**src/rtl/ofmap_packer.sv**
```systemverilog
// ofmap_packer: adds bias to signed accumulator results and requantizes them to int8
// with round-half-up, optional ReLU and saturation. Results are packed four lanes per
// stream word, element 0 in the LSB byte. The last word of a layer carries out_last.
//
// state  | meaning
// -------+------------------------------------------------------------------
// IDLE   | waiting for cfg_start; no inputs accepted
// RUN    | accepting elements until cfg_total have been taken
// DRAIN  | pipeline emptying; waiting for the out_last word to be handshaken
// DONE   | single cycle with done=1, then back to IDLE
module ofmap_packer #(
  parameter int ACC_WIDTH            = 32,
  parameter int C_M_AXIS_TDATA_WIDTH = 32,
  parameter int CNT_WIDTH            = 16
) (
  input  logic                            clk,
  input  logic                            rst,
  input  logic                            cfg_start,
  input  logic [CNT_WIDTH-1:0]            cfg_total,
  input  logic [4:0]                      cfg_shift,
  input  logic                            cfg_relu,
  input  logic                            acc_valid,
  output logic                            acc_ready,
  input  logic [ACC_WIDTH-1:0]            acc_data,
  input  logic [ACC_WIDTH-1:0]            acc_bias,
  output logic                            out_valid,
  input  logic                            out_ready,
  output logic [C_M_AXIS_TDATA_WIDTH-1:0] out_data,
  output logic                            out_last,
  output logic                            busy,
  output logic                            done
);

  localparam int LANES  = C_M_AXIS_TDATA_WIDTH / 8;
  localparam int LANE_W = (LANES > 1) ? $clog2(LANES) : 1;
  localparam int SUM_W  = ACC_WIDTH + 1;
  // Two guard bits above the sum so the rounding increment can never wrap.
  localparam int QW     = ACC_WIDTH + 3;
  localparam logic signed [QW-1:0]    Q_MAX   = QW'(127);
  localparam logic signed [QW-1:0]    Q_MIN   = QW'(-128);
  localparam logic [CNT_WIDTH-1:0]    CNT_ONE = CNT_WIDTH'(1);
  localparam logic [LANE_W-1:0]       LANE_LAST = LANE_W'(LANES - 1);

  typedef enum logic [1:0] {
    S_IDLE,
    S_RUN,
    S_DRAIN,
    S_DONE
  } state_t;

  state_t                            state_q, state_d;
  logic [CNT_WIDTH-1:0]              total_q, total_d;
  logic [4:0]                        shift_q, shift_d;
  logic                              relu_q, relu_d;
  logic [CNT_WIDTH-1:0]              acc_cnt_q, acc_cnt_d;

  logic                              s1_valid_q, s1_valid_d;
  logic signed [SUM_W-1:0]           s1_sum_q, s1_sum_d;
  logic                              s1_last_q, s1_last_d;

  logic                              s2_valid_q, s2_valid_d;
  logic [7:0]                        s2_data_q, s2_data_d;
  logic                              s2_last_q, s2_last_d;

  logic [LANE_W-1:0]                 lane_q, lane_d;
  logic [C_M_AXIS_TDATA_WIDTH-1:0]   word_q, word_d;

  logic                              out_valid_q, out_valid_d;
  logic [C_M_AXIS_TDATA_WIDTH-1:0]   out_data_q, out_data_d;
  logic                              out_last_q, out_last_d;

  logic                              out_fire, pack_done, pack_stall;
  logic                              s2_adv, s1_adv, acc_fire;

  logic signed [QW-1:0]              q_ext, q_rnd, q_shr;
  logic [7:0]                        q_byte;
  logic [C_M_AXIS_TDATA_WIDTH-1:0]   pack_word;

  // Handshake and stall chain: the pack stage only blocks when it must hand a finished
  // word to an output register that is still holding the previous one.
  assign out_fire   = out_valid_q & out_ready;
  assign pack_done  = s2_valid_q & ((lane_q == LANE_LAST) | s2_last_q);
  assign pack_stall = pack_done & out_valid_q & ~out_ready;
  assign s2_adv     = ~s2_valid_q | ~pack_stall;
  assign s1_adv     = ~s1_valid_q | s2_adv;
  assign acc_ready  = (state_q == S_RUN) & (acc_cnt_q < total_q) & s1_adv;
  assign acc_fire   = acc_ready & acc_valid;

  assign out_valid  = out_valid_q;
  assign out_data   = out_data_q;
  assign out_last   = out_last_q;
  assign busy       = (state_q != S_IDLE);
  assign done       = (state_q == S_DONE);

  // Requantize the S1 sum: round-half-up, arithmetic shift, optional ReLU, saturate.
  always_comb begin
    q_ext  = {{2{s1_sum_q[SUM_W-1]}}, s1_sum_q};
    q_rnd  = '0;
    if (shift_q != 5'd0) begin
      q_rnd = QW'(1) << (shift_q - 5'd1);
    end
    q_shr  = (q_ext + q_rnd) >>> shift_q;
    if (relu_q && q_shr[QW-1]) begin
      q_shr = '0;
    end
    if (!q_shr[QW-1] && (q_shr > Q_MAX)) begin
      q_byte = 8'h7F;
    end else if (q_shr[QW-1] && (q_shr < Q_MIN)) begin
      q_byte = 8'h80;
    end else begin
      q_byte = q_shr[7:0];
    end
  end

  // Next-state logic for the control FSM, pipeline stages, lane packer and output register.
  always_comb begin
    state_d     = state_q;
    total_d     = total_q;
    shift_d     = shift_q;
    relu_d      = relu_q;
    acc_cnt_d   = acc_cnt_q;
    s1_valid_d  = s1_valid_q;
    s1_sum_d    = s1_sum_q;
    s1_last_d   = s1_last_q;
    s2_valid_d  = s2_valid_q;
    s2_data_d   = s2_data_q;
    s2_last_d   = s2_last_q;
    lane_d      = lane_q;
    word_d      = word_q;
    out_valid_d = out_valid_q;
    out_data_d  = out_data_q;
    out_last_d  = out_last_q;
    pack_word   = word_q;

    unique case (state_q)
      S_IDLE: begin
        if (cfg_start) begin
          total_d   = cfg_total;
          shift_d   = cfg_shift;
          relu_d    = cfg_relu;
          acc_cnt_d = '0;
          state_d   = (cfg_total == '0) ? S_DONE : S_RUN;
        end
      end
      S_RUN: begin
        if (acc_fire && (acc_cnt_q == total_q - CNT_ONE)) begin
          state_d = S_DRAIN;
        end
      end
      S_DRAIN: begin
        if (out_fire && out_last_q) begin
          state_d = S_DONE;
        end
      end
      S_DONE: begin
        state_d = S_IDLE;
      end
      default: begin
        state_d = S_IDLE;
      end
    endcase

    if (acc_fire) begin
      acc_cnt_d = acc_cnt_q + CNT_ONE;
    end

    if (s1_adv) begin
      s1_valid_d = acc_fire;
      if (acc_fire) begin
        s1_sum_d  = $signed({acc_data[ACC_WIDTH-1], acc_data}) +
                    $signed({acc_bias[ACC_WIDTH-1], acc_bias});
        s1_last_d = (acc_cnt_q == total_q - CNT_ONE);
      end
    end

    if (s2_adv) begin
      s2_valid_d = s1_valid_q;
      if (s1_valid_q) begin
        s2_data_d = q_byte;
        s2_last_d = s1_last_q;
      end
    end

    if (out_fire) begin
      out_valid_d = 1'b0;
    end

    if (s2_valid_q && !pack_stall) begin
      pack_word[{lane_q, 3'b000} +: 8] = s2_data_q;
      if (pack_done) begin
        out_data_d  = pack_word;
        out_last_d  = s2_last_q;
        out_valid_d = 1'b1;
        word_d      = '0;
        lane_d      = '0;
      end else begin
        word_d = pack_word;
        lane_d = lane_q + LANE_W'(1);
      end
    end
  end

  // State register; synchronous reset discards any partially packed word.
  always_ff @(posedge clk) begin
    if (rst) begin
      state_q     <= S_IDLE;
      total_q     <= '0;
      shift_q     <= '0;
      relu_q      <= 1'b0;
      acc_cnt_q   <= '0;
      s1_valid_q  <= 1'b0;
      s1_sum_q    <= '0;
      s1_last_q   <= 1'b0;
      s2_valid_q  <= 1'b0;
      s2_data_q   <= '0;
      s2_last_q   <= 1'b0;
      lane_q      <= '0;
      word_q      <= '0;
      out_valid_q <= 1'b0;
      out_data_q  <= '0;
      out_last_q  <= 1'b0;
    end else begin
      state_q     <= state_d;
      total_q     <= total_d;
      shift_q     <= shift_d;
      relu_q      <= relu_d;
      acc_cnt_q   <= acc_cnt_d;
      s1_valid_q  <= s1_valid_d;
      s1_sum_q    <= s1_sum_d;
      s1_last_q   <= s1_last_d;
      s2_valid_q  <= s2_valid_d;
      s2_data_q   <= s2_data_d;
      s2_last_q   <= s2_last_d;
      lane_q      <= lane_d;
      word_q      <= word_d;
      out_valid_q <= out_valid_d;
      out_data_q  <= out_data_d;
      out_last_q  <= out_last_d;
    end
  end

endmodule
```
**config.mk**
```make
export PLATFORM = sky130hd
export DESIGN_NAME = ofmap_packer
export DESIGN_NICKNAME = d
export VERILOG_FILES = /design/src/rtl/ofmap_packer.sv
export SDC_FILE = /design/constraint.sdc
export NUM_CORES = 1
export LEC_CHECK = 0
export BUFFER_PORTS_ARGS = -buffer_cell sky130_fd_sc_hd__clkbuf_2
export CORE_UTILIZATION = 50
export CTS_CLUSTER_DIAMETER = 200
export CTS_CLUSTER_SIZE = 8
export DETAILED_ROUTE_END_ITERATION = 16
export PLACE_DENSITY = 0.77
export SLEW_MARGIN = 0
export SYNTH_ARGS = -nofsm -noshare
export SYNTH_HDL_FRONTEND = slang
export SYNTH_SLANG_ARGS = --single-unit
```
**constraint.sdc**
```tcl
create_clock -name clk -period 14.09 [get_ports clk]
set_clock_uncertainty 0.1 [all_clocks]
set_input_delay 2.1135 -clock clk [delete_from_list [all_inputs] [get_ports clk]]
set_output_delay 2.1135 -clock clk [all_outputs]
set_load 0.01 [all_outputs]
```
==> results of run 1 <==
layout make-up:
type                       instances  area (um^2)
tap                              341          427
fill                            2512        12000
sequential                       153         3060
clock buffer                      17          425
multi-input combinational       1557         9920
clock inverter                    15          184
timing repair buffer             144          766
inverter                          56          210
worst reg2reg max path, stage by stage, from the launching register on:
cell and delay [ns]:
dfxtp_2 0.31, buf_4 0.30, inv_1 0.41, nand2_1 0.55, nor3_1 0.33, ha_1 0.25
inv_1 0.07, fa_1 0.39, nand2b_1 0.18, a21o_1 0.20, a21oi_4 0.26, a21o_1 0.42
a221o_1 0.34, nand2_1 0.34, nor3_1 0.46, nor3_1 0.15, mux4_2 0.50, nand2b_1 0.17
nor4_2 0.26, a21oi_1 0.14, nor4b_4 0.46, o32ai_1 0.17
power by group through the flow:
stage / registers, mW / clock network (mW) / logic [mW]
2_1_floorplan: 0.510 / 0 / 0.701
3_3_place_gp: 0.529 / 0 / 0.884
3_5_place_dp: 0.530 / 0 / 0.896
4_1_cts: 0.520 / 0.486 / 0.902
5_1_grt: 0.527 / 0.505 / 1.01
6_report: 0.521 / 0.479 / 0.922
placed cells by master, fill, tap and decap left out, types with 14 or more instances in the layout:
cell and n:
o21a_1 22, nand3_1 34, and3_1 19, nor2b_1 47, a21o_1 37, a211oi_1 71, nand3b_1 14, clkbuf_16 17
and2_1 16, mux2i_1 32, clkbuf_2 126, o211ai_1 18, nand4_1 25, o21ai_0 58, nor3_1 41, inv_1 53
dfxtp_1 152, nor2_1 274, buf_4 18, a21oi_1 231, nand2_1 207, xnor2_1 45, ha_1 92, xor2_1 20
registers in the layout, summed over array words and instances, names as in the netlist, 2 cells and up:
name,count
acc_cnt_q,16
lane_q,2
out_data,32
s1_sum_q,33
s2_data_q,8
shift_q,5
state_q,2
total_q,16
word_q,32
logic make-up (layout without fill, tap and decap cells):
| kind of cell | Yosys count | in the layout | synth area share |
|---|---|---|---|
| simple gates | 741 | 741 | 0.250 |
| compound gates | 598 | 598 | 0.288 |
| buf+inv | 172 | 232 | 0.0564 |
| flops | 153 | 153 | 0.223 |
| fa+ha+maj | 94 | 94 | 0.0867 |
| xor+xnor | 67 | 67 | 0.0438 |
| mux | 56 | 56 | 0.0523 |
| other cells | 1 | 1 | 0.000273 |
how the worst max path moves through the flow:
stage / to / slack, ns / depth (start not counted)
final: s2_data_q[0] / 7.21 / 21
after global routing: s2_data_q[0] / 6.84 / 21
after CTS: s2_data_q[0] / 7.34 / 21
after detailed placement: s2_data_q[0] / 7.34 / 21
after global placement: s2_data_q[3] / 7.55 / 21
after floorplan: s2_data_q[0] / 8.48 / 22
metrics by stage:
step                      instance area, um^2  hold WS, ns   util
after CTS                               15000        0.362  0.556
final                                   15000        0.360  0.556
after floorplan                         13700        0.332      -
after global routing                    15000        0.385  0.556
after detailed placement                14400        0.349  0.534
after global placement                  14400        0.346  0.534
routing by layer:
| layer | global-route usage | wire, um | up-vias | share of wire |
|---|---|---|---|---|
| met5 | 0 | 0 | - | 0 |
| met4 | 0.0794 | 800 | 0 | 0.020 |
| met3 | 0.0369 | 2410 | 72 | 0.061 |
| met2 | 0.467 | 18400 | 522 | 0.47 |
| met1 | 0.365 | 17700 | 6569 | 0.45 |
| li1 | - | - | 6940 | - |
==> results.cfg, run 1 <==
[route]
firstDrtPassIters = 6
drc = 0
viasPerCell = 6.18
drtAntennaViolNets = 0
wl_per_cell_um = 17.2
dr.first_iter.drc_count = 1399
routed_wirelength_um = 39300
vias = 14103

[yosys]
synthTopCellsByCount = 274 x nor2_1, 231 x a21oi_1, 207 x nand2_1
synth_nets = 2067
ys_seq_area_frac = 0.223
yosys.area.top_type = dfxtp_1
synth-seq-cells = 153
synthDominantCellAreaShare = 0.223
synth.avg_cell_area_um2 = 7.30
netlist_instances = 1882
yosys_most_used_dff = dfxtp_1
synth.most_common_cell = nor2_1
synth_edf_count = 0
syn_area_um2 = 13700
synth_warnings = 0
synth_area_leaders = dfxtp_1 22%, a21oi_1 8.4%, ha_1 8.4%
yosysUniqueCellTypes = 108
synthArstFlopShare = 0

[floorplan]
io_pins = 128
die_y_um = 168
initial_core_util = 0.510
num_rows = 60
die-area_um2 = 28200
core_area_um2 = 27000
die_width_um = 168

[critical_path]
reg2reg_to = s2_data_q[0]
path_cells = buf_4 -> inv_1 -> nand2_1 -> nor3_1 -> ha_1 -> inv_1 -> fa_1 -> nand2b_1 -> a21o_1 -> a21oi_4 -> a21o_1 -> a221o_1 -> nand2_1 -> nor3_1 -> nor3_1 -> mux4_2 -> nand2b_1 -> nor4_2 -> a21oi_1 -> nor4b_4 -> o32ai_1
start_kind = register
critPathCaptureType = register
cpPeakStageDelay_ns = 0.55
path_max_fanout = 55
startpoint = shift_q[1]
critical-path-top-delay-family = simple AND/OR/NAND/NOR gates
regToRegSetupSlack_ns = 7.21
crit_required_ns = 14.30
reg2regPathDepth = 21
cp_slowest_cell = nand2_1
arrival_ns = 7.08
path_class = reg2reg
r2r-start = shift_q[1]
critPathBufInv = 3
cp_common_cell = nor3_1

[clock_tree]
post_cts_resized = 0
clockRootBuffer = clkbuf_16
clock_path_buffers = 2
cts.clk_slew.worst_paths_ns = 0.08
cts_sinks = 153
cts_tree = yes
cts_buffers = 17
post_cts_buffers = 0
clock_latency_ns = 0.44
cts_max_level = 4
cts-hold-fix-buffers = 0

[timing]
relSlewSlack = 0.220
hold_viol_final = 0
fmax_ghz = 0.145
setup_viol = 0
timing.final.ws_setup_ns = 7.21
rsz0062_at_grt = false
worst_pin_slew_ns = 1.17
min_period_over_period = 0.488
setup_tns_ns = 0
finalCriticalPeriod_ns = 6.88
final_max_slew_viol_count = 0

[power_and_ir_drop]
p_switching_mw = 0.870
power_density_nw_per_um2 = 128
netSwitchingFraction = 0.453
ir_drop_uv = 83.8
sequentialPowerShare = 0.271
total_power_mw = 1.92
clockPowerShare = 0.249
power_frac_comb = 0.480
total_leakage_power_nw = 5.97
internal-power_mw = 1.05

[hold_path]
min_path_type = reg2reg
hp-start = s1_sum_q[31]
holdPathStages = 2
hold_end = s1_sum_q[31]

[grt]
track_usage = 0.276
grt_pass1_vias = 12869
grt_max_degree = 81
grt_pass1_wl_um = 64300
antenna_found_initial = 0
grt-ovfl-total = 0

[finish]
drive_gt1_frac = 0.126
nets = 2114
area_growth_pct = 9.09
fin_cells = 2283
diodes = 0

[place]
port_buffers = 127
placed_cells = 2251
dp_slack_ns = 7.34
place_hpwl_um = 28700
gp_routability_congestion = 0.988

[outcome]
status = finished, final reports clean

[flow_run]
maxCapViolCount = 0
(Power assumes the default switching activity.)
==> run 2: changes to the inputs <==
Settings changed: ABC_AREA from default to 1.
Clock period 14.09 ns to 6.41 ns, I/O delays scaled along.
==> run 2 against run 1 <==
Effect of this change:
- via count grew 13%
- largest cell class unchanged
- largest power group unchanged
- global-route usage rose by 2.8 points
- total power is 140% higher
==> results.cfg, run 2 <==
[critical_path]
r2r-start = shift_q[0]
reg2regPathDepth = 37
critPathCaptureType = register
arrival_ns = 5.34
regToRegSetupSlack_ns = 1.32
startpoint = shift_q[0]
cpPeakStageDelay_ns = 0.37
cp_common_cell = nand2_1
cp_slowest_cell = fa_1
start_kind = register
reg2reg_to = s2_data_q[1]
path_max_fanout = 40
path_class = reg2reg
worstSetupEndpoint = s2_data_q[1]
crit_required_ns = 6.65

[clock_tree]
post_cts_resized = 0
clockRootBuffer = clkbuf_16
cts_tree = yes
cts-hold-fix-buffers = 0
cts_max_level = 4
clock_path_buffers = 2
clock_latency_ns = 0.44
cts_sinks = 153
post_cts_buffers = 0
cts.clk_slew.worst_paths_ns = 0.07
cts_buffers = 17

[timing]
fmax_ghz = 0.196
finalCriticalPeriod_ns = 5.09
final_max_slew_viol_count = 0
rsz0062_at_grt = false
setup_viol = 0
setup_tns_ns = 0
worst_pin_slew_ns = 1.21
min_period_over_period = 0.795
hold_viol_final = 0
relSlewSlack = 0.193

[route]
vias = 15901
firstDrtPassIters = 6
drtAntennaViolNets = 0
wl_per_cell_um = 15.3
dr.first_iter.drc_count = 1726
viasPerCell = 5.53
drc = 0
routed_wirelength_um = 44000

[finish]
final_area_um2 = 15700
diodes = 0
drive_gt1_frac = 0.105
multi_input_area_um2 = 9480
largest-register = s1_sum_q
largest_reg_flops = 33
mostFrequentLayoutCells = 623 x nand2_1, 325 x inv_1, 312 x nand3_1, 207 x a21oi_1, 181 x nor2_1
seq_area_um2 = 3060
final_common_cell = nand2_1
nets = 2668
nFillCells = 2799
area_growth_pct = 10.5

[yosys]
syn_area_um2 = 14200
synthDominantCellAreaShare = 0.216
synth_edf_count = 0
synth_warnings = 0
yosysUniqueCellTypes = 50
yosys_most_used_dff = dfxtp_1
synth_area_leaders = dfxtp_1 22%, nand2_1 16%, nand3_1 11%
ys_seq_area_frac = 0.216
netlist_instances = 2409
synth-seq-cells = 153
synthArstFlopShare = 0
synthTopCellsByCount = 623 x nand2_1, 326 x inv_1, 312 x nand3_1
synth.avg_cell_area_um2 = 5.89
synth.most_common_cell = nand2_1
yosys.area.top_type = dfxtp_1
synth_nets = 2594

[power_and_ir_drop]
total_leakage_power_nw = 7.90
ir_drop_uv = 234
power_density_nw_per_um2 = 295

[grt]
grt_pass1_vias = 14464
grt-ovfl-total = 0
grt_max_degree = 87
antenna_found_initial = 0
track_usage = 0.304
grt_pass1_wl_um = 71300

[floorplan]
die-area_um2 = 29100
io_pins = 128
num_rows = 61
die_y_um = 171
die_width_um = 171
core_area_um2 = 27900
initial_core_util = 0.510

[place]
gp_routability_congestion = 0.980
place_hpwl_um = 34500
port_buffers = 127
place_area_um2 = 15100

[hold_path]
min_path_type = reg2reg

[outcome]
status = finished, final reports clean

[flow_run]
maxCapViolCount = 0
run 2: cell count changes in the layout (fill, tap and decap cells not counted), sizes merged, moves of 18 or more:
cell    previous run  this run
nand2            207       654
nand3             34       327
inv               63       351
nor2             274       197
a211oi            73         7
nor2b             48         0
o21ai             70       115
a21o              38         1
mux2i             33         0
a21oi            236       208
xnor2             46        22
and3              20         0
o21a              23         5
run 2: report_power, final:
group | switching (mW) | leakage (nW) | internal (mW)
Sequential | 0.0868 | 1.24 | 1.05
Clock | 0.505 | 0.301 | 0.535
Combinational | 1.63 | 6.35 | 0.809
run 2: final cells by class:
class | count | area share
well taps | 378 | 0.0301
repair buffers | 141 | 0.0472
clock buffers | 17 | 0.0271
multi-input cells | 1820 | 0.604
clock inverters | 15 | 0.0122
inverters | 350 | 0.0837
flip-flops and latches | 153 | 0.195
run 2: worst min-delay path by stage:
stage	cells after the start	slack, ns	from	to
floorplan	2	0.34	word_q[15]	word_q[15]
detailed placement	2	0.35	word_q[15]	word_q[15]
global route	2	0.38	word_q[26]	word_q[26]
global placement	2	0.35	word_q[17]	word_q[17]
finish	2	0.36	word_q[25]	word_q[25]
CTS	2	0.36	word_q[26]	word_q[26]
run 2: worst max-delay path: cells and delay by family (launching register included):
kind / cells / cell delay, ns
AND/OR/NAND/NOR: 25 / 2.84
buffers and inverters: 9 / 0.99
adder cells (fa/ha/maj): 2 / 0.57
flip-flops: 1 / 0.30
AO/OA/AOI/OAI: 1 / 0.16
run 2: routing by layer:
metal / vias up / global-route usage / wire, um
li1: 7999 / - / -
met2: 611 / 0.495 / 19900
met4: 0 / 0.112 / 1270
met3: 101 / 0.0372 / 2790
met5: - / 0 / 0
met1: 7190 / 0.410 / 20000
run 2: cell families (layout without fill, tap and decap cells):
family	after synthesis	in the layout	synth area share
fa+ha+maj	94	94	0.0839
other cells	1	1	0.000264
xor+xnor	56	56	0.0345
buf+inv	436	523	0.118
flops	153	153	0.216
compound gates	399	399	0.154
simple gates	1270	1270	0.394
run 2: stage by stage:
step	hold slack, ns	setup slack, ns	std cells	util	power, mW
2_1_floorplan	0.341	2.31	2409	-	2.97
3_3_place_gp	0.348	1.60	2842	0.541	3.51
3_5_place_dp	0.352	1.45	2842	0.541	3.54
4_1_cts	0.363	1.40	2874	0.563	4.58
5_1_grt	0.382	0.753	2874	0.563	4.97
6_report	0.363	1.32	2874	0.563	4.62
